`src/rtl/mm_tile_sched.sv`:
```
// Tile-level sequencer for the systolic matrix-multiply datapath: walks the
// MxM output one N1xN2 tile at a time through load, clear, compute and store.
//
//   state  | meaning
//   IDLE   | waiting for start
//   LOAD   | operand load requested, waiting for ld_ack
//   CLR    | one-cycle accumulator clear
//   COMP   | array enabled for CW cycles
//   STORE  | tile results to D banks, waiting for st_ack
//   DRAIN  | one-cycle drain_start pulse
//   WAIT_D | waiting for the drain path to report the final beat
module mm_tile_sched #(
   parameter int M  = 8,
   parameter int N1 = 4,
   parameter int N2 = 4
) (
   input  logic                     clk,
   input  logic                     rst,
   input  logic                     start,
   output logic                     busy,
   output logic                     ld_req,
   output logic                     ld_a_en,
   output logic [$clog2(M)-1:0]     ld_row_base,
   output logic [$clog2(M)-1:0]     ld_col_base,
   input  logic                     ld_ack,
   output logic                     acc_clr,
   output logic                     comp_en,
   output logic                     st_req,
   output logic [$clog2(M*M)-1:0]   st_base,
   input  logic                     st_ack,
   output logic                     drain_start,
   input  logic                     drain_done,
   output logic                     job_done
);

   localparam int TR  = M / N1;
   localparam int TC  = M / N2;
   localparam int CW  = M + N1 + N2 - 2;
   localparam int RBW = $clog2(M);
   localparam int SBW = $clog2(M*M);
   localparam int TIW = (TR > 1) ? $clog2(TR) : 1;
   localparam int TJW = (TC > 1) ? $clog2(TC) : 1;
   localparam int CNW = $clog2(CW + 1);

   typedef enum logic [2:0] {
      IDLE, LOAD, CLR, COMP, STORE, DRAIN, WAIT_D
   } state_t;

   state_t           state;
   logic [TIW-1:0]   ti;
   logic [TJW-1:0]   tj;
   logic [CNW-1:0]   cnt;

   logic             last_ti;
   logic             last_tj;
   logic [TIW-1:0]   nxt_ti;
   logic [TJW-1:0]   nxt_tj;

   // Row-major tile walk: tj advances fastest, wrapping into ti.
   always_comb begin
      last_ti = (ti == TIW'(TR - 1));
      last_tj = (tj == TJW'(TC - 1));
      nxt_tj  = last_tj ? '0 : tj + 1'b1;
      nxt_ti  = last_tj ? ti + 1'b1 : ti;
   end

   always_ff @(posedge clk) begin
      if (rst) begin
         state       <= IDLE;
         ti          <= '0;
         tj          <= '0;
         cnt         <= '0;
         busy        <= 1'b0;
         ld_req      <= 1'b0;
         ld_a_en     <= 1'b0;
         ld_row_base <= '0;
         ld_col_base <= '0;
         acc_clr     <= 1'b0;
         comp_en     <= 1'b0;
         st_req      <= 1'b0;
         st_base     <= '0;
         drain_start <= 1'b0;
         job_done    <= 1'b0;
      end else begin
         acc_clr     <= 1'b0;
         drain_start <= 1'b0;
         job_done    <= 1'b0;
         case (state)
            IDLE: if (start) begin
               state       <= LOAD;
               busy        <= 1'b1;
               ld_req      <= 1'b1;
               ld_a_en     <= 1'b1;
               ti          <= '0;
               tj          <= '0;
               ld_row_base <= '0;
               ld_col_base <= '0;
               st_base     <= '0;
            end
            LOAD: if (ld_ack) begin
               state   <= CLR;
               ld_req  <= 1'b0;
               ld_a_en <= 1'b0;
               acc_clr <= 1'b1;
            end
            CLR: begin
               state   <= COMP;
               comp_en <= 1'b1;
               cnt     <= '0;
            end
            COMP: if (cnt == CNW'(CW - 1)) begin
               state   <= STORE;
               comp_en <= 1'b0;
               cnt     <= '0;
               st_req  <= 1'b1;
            end else begin
               cnt <= cnt + 1'b1;
            end
            STORE: if (st_ack) begin
               st_req <= 1'b0;
               if (last_ti && last_tj) begin
                  state       <= DRAIN;
                  drain_start <= 1'b1;
               end else begin
                  // Bases are latched here so they hold for the whole next tile.
                  state       <= LOAD;
                  ti          <= nxt_ti;
                  tj          <= nxt_tj;
                  ld_req      <= 1'b1;
                  ld_a_en     <= last_tj;
                  ld_row_base <= RBW'(int'(nxt_ti) * N1);
                  ld_col_base <= RBW'(int'(nxt_tj) * N2);
                  st_base     <= SBW'(int'(nxt_ti) * N1 * M + int'(nxt_tj) * N2);
               end
            end
            DRAIN: state <= WAIT_D;
            WAIT_D: if (drain_done) begin
               state    <= IDLE;
               busy     <= 1'b0;
               job_done <= 1'b1;
               ti       <= '0;
               tj       <= '0;
            end
            default: state <= IDLE;
         endcase
      end
   end

endmodule
```
`config.mk`:
```
export PLATFORM = sky130hd
export DESIGN_NAME = mm_tile_sched
export DESIGN_NICKNAME = d
export VERILOG_FILES = /design/src/rtl/mm_tile_sched.sv
export SDC_FILE = /design/constraint.sdc
export NUM_CORES = 1
export LEC_CHECK = 0
export CAP_MARGIN = 25
export CORE_MARGIN = 2
export CORE_UTILIZATION = 50
export CTS_CLUSTER_DIAMETER = 60
export DETAILED_ROUTE_END_ITERATION = 7
export HOLD_SLACK_MARGIN = 0.1
export PLACE_DENSITY = 0.82
export SYNTH_ARGS = -nofsm -noshare
export SYNTH_HDL_FRONTEND = slang
export SYNTH_SLANG_ARGS = --single-unit
```
`constraint.sdc`:
```
create_clock -name clk -period 2.7 [get_ports clk]
set_clock_uncertainty 0.15 [all_clocks]
set_input_delay 0.27 -clock clk [delete_from_list [all_inputs] [get_ports clk]]
set_output_delay 0.27 -clock clk [all_outputs]
set_load 0.005 [all_outputs]
```
# [Word level (Yosys, flattened, before mapping)]
# Cells that the tools add are included.
[word_totals] wordCells=101 ff_bits=29 output_inout_bits=20 inputBits=6
[classes] n_bitwise=4 addsub=4 eq_ne=13 mux=47 n_reduce_logical=18
[op_table] op="2-to-1 mux 3 bit" n=11
[op_table] op="one-hot mux 3 bit (7 select lines)" n=1
[op_table] op="2-to-1 mux 1 bit" n=20
[op_table] op="2-to-1 mux 6 bit" n=3
[op_table] op="AND reduction 5 bit" n=3
[op_table] op="inequality test 2 bit, second input constant" n=6
[op_table] op="one-hot mux 1 bit (3 select lines)" n=4
[op_table] op="one-hot mux 3 bit (2 select lines)" n=2
[op_table] op="one-hot mux 6 bit (2 select lines)" n=1
[op_table] op="equality test 3 bit, second input constant" n=3
[op_table] op="one-hot mux 4 bit (2 select lines)" n=1
[op_table] op="nonzero test 2 bit" n=4
[op_table] op="adder 6 x 3 -> 6 bit" n=1
[op_table] op="equality test 3 x 2 -> 1 bit, second input constant" n=2
[op_table] op="one-hot mux 1 bit (2 select lines)" n=3
[op_table] op="AND reduction 3 bit" n=2
[op_table] op="nonzero test 3 bit" n=2
[op_table] op="adder 4 x 1 -> 4 bit, second input constant" n=1
[op_table] op="equality test 4 bit, second input constant" n=1
[op_table] op="2-to-1 mux 4 bit" n=1
[op_table] op="NOT 1 bit" n=4
[op_table] op="AND reduction 4 bit" n=1
[op_table] op="OR reduction 2 bit" n=2
[op_table] op="equality test 3 x 1 -> 1 bit, second input constant" n=1
[op_table] op="other kinds (5)" n=6

# [Depth between registers and ports, before layout]
[depth] word_depth=6 depth_mapped=6 mapped_depth_nobuf=6

# [Worst setup path after synthesis]
# Ideal clock, no wire load.
[synth_timing] path_type="register to register" startpoint="register tj, in the netlist last_tj" endpoint="register ld_col_base[2]" n_path_buf=0 setup_slack_ns=0.926 required_ns=2.482 path_stages_with_launch=6 arrival_ns=1.556 cell_sequence="dfxtp_1 > ha_1 > nand3b_1 > a211o_1 > or3b_4 > a21oi_2"
[synth_between] elab_chain_cells=5
[synth_lines] item="start: declaration" line_no="51" text="logic [TJW-1:0] tj;"
[synth_lines] item="start signal: assignment" line_no="128" text="tj <= nxt_tj;"
[synth_lines] item="adder 1 bit" line_no="63" text="nxt_tj = last_tj ? '0 : tj + 1'b1;"
[synth_lines] item="2-to-1 mux 1 bit" line_no="63"
[synth_lines] item="2-to-1 mux 3 bit" line_no="121" text="if (last_ti && last_tj) begin"
[synth_lines] item="2-to-1 mux 3 bit" line_no="119" text="STORE: if (st_ack) begin"
[synth_lines] item="one-hot mux 3 bit (2 select lines)" line_no="88" text="case (state)"
[synth_lines] item="end signal: assignment" line_no="132" text="ld_col_base <= RBW'(int'(nxt_tj) * N2);"
[synth_lines] item="end: declaration" line_no="24" text="output logic [$clog2(M)-1:0] ld_col_base,"
# Several ways; a longest one is shown, not always the timed one. The select of a mux whose other input is x is not followed.
# A chain may end at the register's enable or synchronous reset.

# [Worst setup path in the final report]
# Same ends and word-level chain as after synthesis.

==> impl_results.md <==
- Status: complete, no violations
- Pin count of the biggest net entering global routing: 22
- Pwr Total: roughly 0.00053 W
- Antenna diodes: 0
- Rel. slew slack: 58.1%
- Via count: around 830
- RSZ-0062 raised after global routing: false
- Fmax: ~0.53 GHz
- Wirelength, routed: between 1.5 and 2 mm
- CP required: about 2.8 ns
- Worst path slowest cell: or3b_4
- Crit. Startpoint: last_tj
- Max-slew violation count: 0
- Row count: 15
- Register-to-register setup slack: between 0.8 and 0.9 ns
- Synth area leader: dfxtp_1
- Placed insts: roughly 150
- CP Data Arrival Time: between 1.5 and 2 ns
- Global-route wire length before repair: about 3 mm
- Dpl hpwl: 1.38 mm
- Area grow syn2layout: 16.5%
- Hold Crit Class: reg -> reg
- Multi-input gate area: slightly above 500 µm²
- Hold Path Depth: 2
- Critical R2R Capture: ld_col_base[2]
- Netlist cell types: 41
- P_leak: ~0.42 nW
- Initial antenna violation count: 0
- Minimum clock period: approximately 1.9 ns
- Worst r2r src: last_tj
- Drt wl/cell: approximately 12 µm
- Fin nets: between 100 and 150
- CP Max Fanout: 4
- Crit path cell chain: ha_1, nand3b_1, a211o_1, or3b_4, a21oi_2
- Share of layout cells above drive strength 1: a little over 6%
- Startpoint types: flop
- Main synth FF type: dfxtp_1
- Yosys warning total: 0
- Die Width: about 48 µm
- Most common cell after layout, fill and taps aside: dfxtp_1
- Worst reg2reg path depth: 5
- Synth area leaders: dfxtp_1 39%, buf_4 7.7%, nand2_1 5.0%
- Post-CTS Resized: 0
- Worst Slack Setup Final: 0.803 ns
- Non-filler cells, final: approximately 160
- Fin Setup TNS: 0 ns
- Post-Synthesis Cells: between 100 and 150
- Seq/Total Area, Yosys: between 30 and 40%
- Clock-pin slew on the worst setup and hold paths: ~0.10 ns
- Placement Setup Slack: around 0.65 ns
- Slowest stage delay, CP: approximately 0.42 ns
- Final worst path period share: 70.2%
- Max cap viols: 0
- Power per cell area: ~460 nW/µm²
- Clock tree buffer depth: 2
- Number of enable flip-flop cells after synthesis: 0
- Max VDD drop: ~0.00034 V
- Final instance area: about 1100 µm²
- CTS H-tree depth: 1
- Die Y-Extent: about 48 µm
- Iter 0 DRT Violations: 15
- FF+latch count, synth: 19
- Placed Instance Area: ~1100 µm²
- Setup crit end: ld_col_base[2]
- Antenna-violating nets left: 0
- Fillers: 161
- Async SR Flop Fraction: 0%
- Die ar.: roughly 2300 µm²
- Routability cong.: slightly below 0.8
- Most frequent cells in the layout: 19 x dfxtp_1, 17 x clkdlybuf4s50_1, 13 x nand2_1, 10 x nor2_1, 8 x conb_1
- Core ar.: 1780 µm²
- Drt pass-1 iters: 4
- I/O pins: 26
- Vias in the first global route: 727
- Fin. Hold Viols: 0
- Share of the synthesized area in the top cell type: 38.9%
- PortBufs: 17
- CTS tree: built
- Total track usage: 18.5%
- Final setup viols: 0
- Hold_buf cts: 0
- Root Driver: clkbuf_4
- WS Path Type: reg -> reg
- Slew @ Worst Pin: 0.627 ns
- Synth Cell Area: between 900 and 1000 µm²
- GRT overflow: 0
- Reg area: ~380 µm²
- Clk_lat worst skew: between 0.2 and 0.3 ns
- CTS Buf Count: 3
- Initial Util: ~55%
- Mean Syn Cell Area: between 8 and 9 µm²
- Buffer count from post-CTS setup fixing: 0
- Clk sinks: 19
- Vias per cell: 5.31
- Remaining DRCs: 0
- Crit end category: flop
-- layout make-up --
class                      instances  area share [%]
multi-input combinational         87            45.0
tap                               25            2.74
sequential                        19            33.4
inverter                           3           0.988
timing repair buffer              18            15.6
clock buffer                       4            2.31
-- critical path, delay by kind of cell, from the launching register on --
kind / cells / cell delay [ns]
AOI/OAI and AO/OA: 2 / 0.50
adders and majority gates: 1 / 0.22
DFF: 1 / 0.36
and+or+nand+nor: 2 / 0.62
-- through the flow --
| stage | hold slack (ns) | utilization, % |
|---|---|---|
| 2_1_floorplan | 0.264 | - |
| 3_3_place_gp | 0.290 | 62.5 |
| 3_5_place_dp | 0.297 | 62.5 |
| 4_1_cts | 0.312 | 63.9 |
| 5_1_grt | 0.331 | 63.9 |
| 6_report | 0.305 | 63.9 |
-- flip-flops by register name (all words and copies together) (netlist names) --
name,flops
ld_col_base,1
last_ti,1
st_req,1
st_base,1
job_done,1
last_tj,1
cnt,4
drain_start,1
ld_a_en,1
comp_en,1
acc_clr,1
ld_req,1
busy,1
state,3
-- synthesized netlist by cell type (2+ instances only) --
library cell / n
and3_1: 2
buf_2: 2
nor3b_1: 2
a21oi_1: 7
clkbuf_1: 3
nand2_1: 13
a21oi_2: 2
dfxtp_1: 19
nand2b_1: 3
o21a_1: 2
nand3b_1: 3
o21ai_0: 5
o22ai_1: 2
nand3_1: 4
ha_1: 3
inv_1: 2
a211oi_1: 2
nor2_1: 10
buf_4: 10
-- worst min path at each step --
stage / startpoint / endpoint / slack, ns
6_report: ld_a_en / ld_a_en / 0.31
5_1_grt: st_req / st_req / 0.33
4_1_cts: ld_a_en / ld_a_en / 0.31
3_5_place_dp: ld_a_en / ld_a_en / 0.30
3_3_place_gp: ld_a_en / ld_a_en / 0.29
2_1_floorplan: drain_done / job_done / 0.26
-- per-layer routing --
metal,part of all wire (%),vias up,track usage [%]
li1,-,424,-
met1,45,378,23.1
met2,50,24,32.1
met3,4.6,2,2.59
met4,0.65,0,6.49
met5,0,-,0
-- report_power, final --
group | internal, W | switching, W | leakage, nW
Combinational | 0.0000397 | 0.0000369 | 0.249
Sequential | 0.000291 | 0.0000171 | 0.154
Clock | 0.0000574 | 0.0000831 | 0.0150
Total | 0.000388 | 0.000137 | 0.418
-- cell families (layout without fill, tap and decap cells) --
kind of cell	count (synthesis)	after routing	synth area share, %
buf+inv	19	25	11.4
fa+ha+maj	3	3	3.84
compound gates	30	30	20.6
other cells	1	8	0.383
simple gates	46	46	24.9
flops	19	19	38.9
(Power assumes the default switching activity.)
